File: src/rtl/apb_initiator.sv
// apb_initiator: APB4 requester, one outstanding transfer, valid/ready command and response channels.
// Define APB_TIMEOUT_EN to abort ACCESS phases that wait TIMEOUT_CYCLES cycles without pready.
module apb_initiator #(
    parameter int unsigned TIMEOUT_CYCLES = 255
) (
    input  logic        clk,
    input  logic        reset,
    input  logic        cmd_valid,
    output logic        cmd_ready,
    input  logic        cmd_write,
    input  logic [31:0] cmd_addr,
    input  logic [31:0] cmd_wdata,
    input  logic [3:0]  cmd_strb,
    input  logic [2:0]  cmd_prot,
    output logic        rsp_valid,
    input  logic        rsp_ready,
    output logic [31:0] rsp_rdata,
    output logic        rsp_err,
    output logic        rsp_timeout,
    output logic        psel,
    output logic        penable,
    output logic        pwrite,
    output logic [31:0] paddr,
    output logic [31:0] pwdata,
    output logic [3:0]  pstrb,
    output logic [2:0]  pprot,
    input  logic [31:0] prdata,
    input  logic        pready,
    input  logic        pslverr,
    output logic [1:0]  fsm_state
);

    typedef enum logic [1:0] {
        IDLE   = 2'd0,
        SETUP  = 2'd1,
        ACCESS = 2'd2,
        RESP   = 2'd3
    } state_t;

    state_t      state;
    state_t      state_next;

    logic        write_q;
    logic [31:0] addr_q;
    logic [31:0] wdata_q;
    logic [3:0]  strb_q;
    logic [2:0]  prot_q;
    logic [31:0] rdata_q;
    logic        err_q;
    logic        timeout_q;

    logic        accept;
    logic        in_xfer;
    logic        done;
    logic        abort;

    // Both channels transfer on a cycle where valid & ready are high at the rising edge;
    // valid is never withdrawn by this block until that edge.
    assign accept  = cmd_valid && (state == IDLE);
    assign in_xfer = (state == SETUP) || (state == ACCESS);
    assign done    = (state == ACCESS) && pready;

`ifdef APB_TIMEOUT_EN
    logic [15:0] wait_cnt;

    // Abort on the wait cycle that would bring the count to TIMEOUT_CYCLES; pready wins a tie.
    assign abort = (state == ACCESS) && !pready && (wait_cnt == 16'(TIMEOUT_CYCLES - 1));

    always_ff @(posedge clk) begin
        if (reset || (state != ACCESS)) begin
            wait_cnt <= '0;
        end else if (!pready) begin
            wait_cnt <= wait_cnt + 16'd1;
        end
    end
`else
    logic [31:0] unused_timeout_cfg;

    assign unused_timeout_cfg = TIMEOUT_CYCLES;
    assign abort              = 1'b0;
`endif

    always_ff @(posedge clk) begin
        if (reset) begin
            state <= IDLE;
        end else begin
            state <= state_next;
        end
    end

    always_ff @(posedge clk) begin
        if (reset) begin
            write_q <= 1'b0;
            addr_q  <= '0;
            wdata_q <= '0;
            strb_q  <= '0;
            prot_q  <= '0;
        end else if (accept) begin
            write_q <= cmd_write;
            addr_q  <= cmd_addr;
            wdata_q <= cmd_wdata;
            strb_q  <= cmd_strb;
            prot_q  <= cmd_prot;
        end
    end

    always_ff @(posedge clk) begin
        if (reset) begin
            rdata_q   <= '0;
            err_q     <= 1'b0;
            timeout_q <= 1'b0;
        end else if (done) begin
            rdata_q   <= write_q ? 32'h0 : prdata;
            err_q     <= pslverr;
            timeout_q <= 1'b0;
        end else if (abort) begin
            rdata_q   <= '0;
            err_q     <= 1'b1;
            timeout_q <= 1'b1;
        end
    end

    always_comb begin
        state_next = state;
        cmd_ready  = 1'b0;
        rsp_valid  = 1'b0;
        psel       = 1'b0;
        penable    = 1'b0;
        pwrite     = 1'b0;
        paddr      = '0;
        pwdata     = '0;
        pstrb      = '0;
        pprot      = '0;

        unique case (state)
            IDLE: begin
                cmd_ready = 1'b1;
                if (cmd_valid) state_next = SETUP;
            end
            SETUP: begin
                state_next = ACCESS;
            end
            ACCESS: begin
                penable = 1'b1;
                if (pready || abort) state_next = RESP;
            end
            RESP: begin
                rsp_valid = 1'b1;
                if (rsp_ready) state_next = IDLE;
            end
            default: state_next = IDLE;
        endcase

        // Address/data buses carry the registered command only while a transfer is on the bus.
        if (in_xfer) begin
            psel   = 1'b1;
            pwrite = write_q;
            paddr  = addr_q;
            pprot  = prot_q;
            pwdata = write_q ? wdata_q : 32'h0;
            pstrb  = write_q ? strb_q : 4'h0;
        end
    end

    assign rsp_rdata   = rdata_q;
    assign rsp_err     = err_q;
    assign rsp_timeout = timeout_q;
    assign fsm_state   = state;

endmodule

File: config.mk
export PLATFORM = sky130hd
export DESIGN_NAME = apb_initiator
export DESIGN_NICKNAME = d
export VERILOG_FILES = /design/src/rtl/apb_initiator.sv
export SDC_FILE = /design/constraint.sdc
export NUM_CORES = 1
export LEC_CHECK = 0
export BUFFER_PORTS_ARGS = -buffer_cell sky130_fd_sc_hd__buf_2
export CORE_AREA = 4 4 105 107
export CTS_CLUSTER_SIZE = 40
export DETAILED_ROUTE_END_ITERATION = 6
export DIE_AREA = 0 0 109 111
export GPL_ROUTABILITY_DRIVEN = 1
export GPL_TIMING_DRIVEN = 0
export PLACE_DENSITY = 0.89
export REMOVE_ABC_BUFFERS = 1
export SYNTH_ARGS = -nofsm -noshare
export SYNTH_HDL_FRONTEND = slang
export SYNTH_SLANG_ARGS = --single-unit
File: constraint.sdc
create_clock -name clk -period 2.15 [get_ports clk]
set_input_delay 0.1075 -clock clk [delete_from_list [all_inputs] [get_ports clk]]
set_output_delay 0.1075 -clock clk [all_outputs]
set_load 0.005 [all_outputs]
After elaboration in Yosys (flattened, before gate mapping)
Cells that the tools add are included.
Word-level totals
  flip-flop bits (word level): 107
  bits of input ports: 110
  word-level logic and storage cells: 35
Cells by class
  eq/ne operators: 6
  mux-type cells: 16
  reduce and logical (&&, ||, !) cells: 5
Operators by type and width (number)
  32-bit two-way mux: 4
  4-bit two-way mux: 2
  2-bit one-hot mux with 4 select lines: 1
  2-bit two-way mux: 3
  2-bit inequality test (second input constant): 3
  1-bit two-way mux: 5
  2-bit == test (second input constant): 2
  3-bit two-way mux: 1
  3-bit AND reduction: 1
  2-bit by 1-bit == test with 1-bit output (second input constant): 1
  1-bit logical AND: 2
  2-bit logical NOT: 1
  1-bit logical OR: 1

Depth between registers and ports, before layout
  word-level depth: 3
  depth in mapped cells: 7
  gate-level depth less buffers: 5

Worst setup path after synthesis
OpenSTA, ideal clock, no wires.
  path kind: register to register
  start: register state[0] (netlist: fsm_state[0])
  end: register state[1] (netlist: fsm_state[1])
  arrival: 1246 ps
  setup slack: 773 ps
  stages on the path, launching flop included: 7
  path buffers: 1
  clock period less this slack: 1377 ps
  path through: dfxtp_1 > inv_1 > ha_1 > buf_2 > nor2b_1 > o311ai_1 > o41ai_1
On the way
  longest elaborated chain between the ends: 3
  elaborated cells on any way between the ends: 9
  those cells by class: 6 x eq/ne; 1 x mux; 2 x reduce/logical
RTL lines
  from (decl): line 40  | state_t state;
  from (signal assigned): line 87  | state <= state_next;
  2-bit == test or 2-bit logical NOT (tied branches): line 135  | unique case (state)
  2-bit inequality test (no source line)
  3-bit AND reduction (no source line)
Parallel ways exist; a longest one is shown, timed or not.
A chain may end at the register's enable or synchronous reset.

Final worst setup path
  start: register state[1] (netlist: fsm_state[1])
  end: output pwdata[27]
On the way
  longest elaborated chain between the ends: 3
  elaborated cells on any way between the ends: 4
  those cells by class: 2 x eq/ne; 1 x mux; 1 x reduce/logical
RTL lines
  2-bit by 1-bit == test with 1-bit output or 2-bit == test (tied branches): line 60  | assign in_xfer = (state == SETUP) || (state == ACCESS);
  1-bit logical OR *: line 60
  32-bit two-way mux *: line 155  | if (in_xfer) begin
  to (decl): line 24  | output logic [31:0] pwdata,
Every way passes the cells marked *; elsewhere a longest branch is shown, timed or not.

==> run_summary.xml <==
<?xml version="1.0" encoding="UTF-8"?>
<metrics>
  <group name="critical_path">
    <metric name="critPathArrivalTime" unit="ns">1.90</metric>
    <metric name="worst-path-max-fanout" unit="">44</metric>
    <metric name="worstSetupPathType" unit="">reg -&gt; out</metric>
    <metric name="cp-end-kind" unit="">output pin</metric>
    <metric name="timing.critical_path.required" unit="ns">2.04</metric>
    <metric name="reg2reg_setup_slack" unit="ns">0.19</metric>
    <metric name="kind_of_start_point_of_the_critical_path" unit="">flop</metric>
  </group>
  <group name="synthesis">
    <metric name="yosysWarnings" unit="">0</metric>
    <metric name="yosys_most_used_dff" unit="">sky130_fd_sc_hd__dfxtp_1</metric>
    <metric name="leading_area_contributor_after_synthesis" unit="">sky130_fd_sc_hd__dfxtp_1</metric>
    <metric name="avgSynthCellArea" unit="um2">7.93</metric>
    <metric name="synth_cell_types" unit="">20</metric>
    <metric name="synth_top_cells_by_count" unit="">sky130_fd_sc_hd__nand2_1 (179), sky130_fd_sc_hd__dfxtp_1 (107), sky130_fd_sc_hd__a21oi_1 (105)</metric>
    <metric name="number_of_flops_mapped_to_enable_cells_by_yosys" unit="">0</metric>
    <metric name="synthesis.area" unit="um2">4490</metric>
    <metric name="synth_most_common_cell" unit="">sky130_fd_sc_hd__nand2_1</metric>
    <metric name="netlist_instances" unit="">566</metric>
    <metric name="synth_top_area_share" unit="">0.477</metric>
    <metric name="synth_async_sr_flop_share" unit="">0</metric>
    <metric name="synth_sequential_area_ratio" unit="">0.477</metric>
    <metric name="postSynthRegisterBits" unit="">107</metric>
    <metric name="ys_top_cells_by_area" unit="">sky130_fd_sc_hd__dfxtp_1 (48%), sky130_fd_sc_hd__nand2_1 (15%), sky130_fd_sc_hd__a21oi_1 (12%)</metric>
  </group>
  <group name="placed_design">
    <metric name="place.detailed.hpwl" unit="um">8940</metric>
    <metric name="placed_cells" unit="">873</metric>
    <metric name="numPortBuffers" unit="">220</metric>
    <metric name="detailedPlace.worstSlack" unit="ns">-0.510</metric>
    <metric name="routability_congestion_estimate_from_global_placement" unit="">0.755</metric>
  </group>
  <group name="global_route">
    <metric name="overflow" unit="">0</metric>
    <metric name="grt_pass1_wl" unit="um">24600</metric>
    <metric name="first_global_vias" unit="">5028</metric>
    <metric name="antenna_found_initial" unit="">0</metric>
    <metric name="groute.usage.overall" unit="">0.251</metric>
    <metric name="grt_max_degree" unit="">61</metric>
  </group>
  <group name="floorplan">
    <metric name="floorplan.die.width" unit="um">109</metric>
    <metric name="initial_core_util" unit="">0.443</metric>
    <metric name="io_pins" unit="">222</metric>
    <metric name="number_of_core_rows" unit="">37</metric>
    <metric name="die_h" unit="um">111</metric>
    <metric name="die_area" unit="um2">12100</metric>
    <metric name="core_area" unit="um2">10100</metric>
  </group>
  <group name="final_layout">
    <metric name="stdcell_count" unit="">976</metric>
    <metric name="area_growth" unit="%">48.9</metric>
    <metric name="antenna_cells_inserted" unit="">0</metric>
    <metric name="regArea" unit="um2">2140</metric>
    <metric name="fin_nets" unit="">949</metric>
    <metric name="multi_input_comb_area" unit="um2">2070</metric>
    <metric name="fillerInstances" unit="">759</metric>
    <metric name="drive_above_1_share" unit="">0.294</metric>
  </group>
  <group name="sta">
    <metric name="tightest_slew" unit="ns">0.664</metric>
    <metric name="slew_headroom" unit="">0.555</metric>
    <metric name="setup_viol_count_final" unit="">0</metric>
    <metric name="timing_max_transition_violations_final" unit="">0</metric>
    <metric name="timing.final.crit_share" unit="">0.935</metric>
    <metric name="fin_worst_skew" unit="ns">0.0152</metric>
    <metric name="finalHoldWorstSlack" unit="ns">0.0232</metric>
    <metric name="period_minus_slack" unit="ns">2.01</metric>
    <metric name="postLayoutSetupSlackWorst" unit="ns">0.140</metric>
    <metric name="timing.final.hold_violations" unit="">0</metric>
    <metric name="clock.fmax" unit="MHz">497</metric>
    <metric name="rsz0062_at_grt" unit="">false</metric>
  </group>
  <group name="power_and_ir_drop">
    <metric name="power.total" unit="uW">5640</metric>
    <metric name="power_density" unit="nW/um2">843</metric>
    <metric name="leakage_power" unit="uW">0.00317</metric>
    <metric name="worst_ir_drop_vdd" unit="mV">0.508</metric>
  </group>
  <group name="routing">
    <metric name="remaining_antenna_violation_count" unit="">0</metric>
    <metric name="detail_route.iter0.violations" unit="">542</metric>
    <metric name="total_detailed_routing_wirelength" unit="um">16100</metric>
    <metric name="wire_per_inst" unit="um">16.5</metric>
    <metric name="vias_per_cell" unit="">5.26</metric>
    <metric name="tritonroute_pass_1_iters" unit="">5</metric>
    <metric name="drc_errors" unit="">0</metric>
    <metric name="detailroute.via_count" unit="">5130</metric>
  </group>
  <group name="clocking">
    <metric name="tritoncts" unit="">yes</metric>
    <metric name="tritoncts.num_buffers" unit="">9</metric>
    <metric name="clock_path_buffers" unit="">2</metric>
    <metric name="clock-root-buffer" unit="">sky130_fd_sc_hd__clkbuf_8</metric>
    <metric name="cts.htree.levels" unit="">3</metric>
    <metric name="clock-sinks" unit="">107</metric>
    <metric name="clkSlewWorstSetupHoldPaths" unit="ns">0.10</metric>
    <metric name="clkLatencyLatePin" unit="ns">0.36</metric>
  </group>
  <group name="job">
    <metric name="timing.max_cap.violations" unit="">0</metric>
  </group>
  <group name="status">
    <metric name="outcome" unit="">completed</metric>
  </group>
  <group name="worst_hold_path">
    <metric name="min_path_type" unit="">in -&gt; reg</metric>
  </group>
</metrics>
==> final timing paths <==
| kind | to | startpoint | depth (start not counted) |
|---|---|---|---|
| min reg2reg | rsp_rdata[9]$_SDFFE_PP0P_ | rsp_rdata[9]$_SDFFE_PP0P_ | 2 |
| max reg2reg | addr_q[1]$_SDFFE_PP0P_ | fsm_state[0]$_SDFFE_PP0P_ | 6 |
| max | pwdata[27] | fsm_state[1]$_SDFFE_PP0P_ | 5 |
| min | rsp_rdata[17]$_SDFFE_PP0P_ | prdata[17] | 3 |
==> cell type report <==
| type | count | share of cell area |
|---|---|---|
| multi-input cells | 402 | 0.310 |
| clock buffers | 9 | 0.0185 |
| repair buffers | 313 | 0.313 |
| clock inverters | 6 | 0.0110 |
| inverters | 3 | 0.00168 |
| flip-flops and latches | 107 | 0.321 |
| well taps | 136 | 0.0255 |
==> through the flow <==
| step | setup TNS, ns | area, um2 | util |
|---|---|---|---|
| 2_1_floorplan | -4.34 | 4190 | - |
| 3_3_place_gp | -112.22 | 5470 | 0.539 |
| 3_5_place_dp | -16.01 | 5580 | 0.551 |
| 4_1_cts | 0 | 6660 | 0.657 |
| 5_1_grt | 0 | 6690 | 0.659 |
| 6_report | 0 | 6690 | 0.659 |
==> routing by layer <==
layer  vias up  part of all wire  global-route usage
li1       2411                 -                   -
met1      2322              0.36               0.267
met2       313              0.49               0.437
met3        84              0.10              0.0839
met4         0             0.050               0.123
met5         -                 0                   0
==> what timing repair did <==
item,CTS,global route
hold buffers,86,1
endpoints found under the hold margin,86,1
gates resized for setup,3,0
setup buffers,0,1
setup endpoints to repair,77,1
pin swaps,0,1
==> cell usage in the layout (no fill, tap or decap) <==
cell type	Yosys	routed
sky130_fd_sc_hd__buf_4	2	1
sky130_fd_sc_hd__nand4b_1	32	32
sky130_fd_sc_hd__inv_8	0	1
sky130_fd_sc_hd__nand2_1	179	178
sky130_fd_sc_hd__buf_2	26	219
sky130_fd_sc_hd__nand2_2	1	2
sky130_fd_sc_hd__dfxtp_1	107	106
sky130_fd_sc_hd__ha_4	0	2
sky130_fd_sc_hd__a21oi_1	105	105
sky130_fd_sc_hd__nor2b_1	3	3
sky130_fd_sc_hd__bufinv_16	0	1
sky130_fd_sc_hd__buf_12	0	4
sky130_fd_sc_hd__o311a_1	1	1
sky130_fd_sc_hd__and3_1	36	36
sky130_fd_sc_hd__and2_2	0	1
sky130_fd_sc_hd__inv_6	0	1
sky130_fd_sc_hd__dfxtp_2	0	1
sky130_fd_sc_hd__buf_16	0	1
sky130_fd_sc_hd__o41ai_1	1	1
sky130_fd_sc_hd__clkbuf_8	0	9
sky130_fd_sc_hd__conb_1	1	1
sky130_fd_sc_hd__clkinvlp_4	0	2
sky130_fd_sc_hd__nand3_1	1	1
sky130_fd_sc_hd__dlygate4sd3_1	0	87
sky130_fd_sc_hd__o311ai_1	1	1
sky130_fd_sc_hd__o31ai_1	1	1
sky130_fd_sc_hd__clkinv_4	0	1
sky130_fd_sc_hd__inv_1	3	3
sky130_fd_sc_hd__ha_1	3	1
sky130_fd_sc_hd__buf_6	7	1
sky130_fd_sc_hd__and2_1	37	36
==> sequential cells by signal (all words and copies together) (netlist names) <==
signal and flops:
fsm_state 2, rsp_err 1, wdata_q 32, write_q 1
strb_q 4, addr_q 32, rsp_rdata 32, prot_q 3
==> logic make-up (layout without fill, tap and decap cells) <==
group	after synthesis	after routing	share of synthesized area
buffers and inverters	57	331	0.0683
DFF	107	107	0.477
other	1	1	0.000835
adders and majority gates	3	3	0.00836
AOI/OAI and AO/OA	109	109	0.125
and+or+nand+nor	289	289	0.321
==> report_power, final <==
part | switching, uW | internal [uW]
combinational | 1080 | 790
sequential | 193 | 2320
clock | 702 | 547
total | 1980 | 3660
==> worst max-delay path, cell delays in order, from the launching register on <==
cell and delay, ns:
sky130_fd_sc_hd__dfxtp_1 0.46, sky130_fd_sc_hd__inv_1 0.12, sky130_fd_sc_hd__ha_4 0.42, sky130_fd_sc_hd__buf_12 0.22, sky130_fd_sc_hd__and3_1 0.19, sky130_fd_sc_hd__buf_2 0.12
Power figures use the tool's default switching activity.
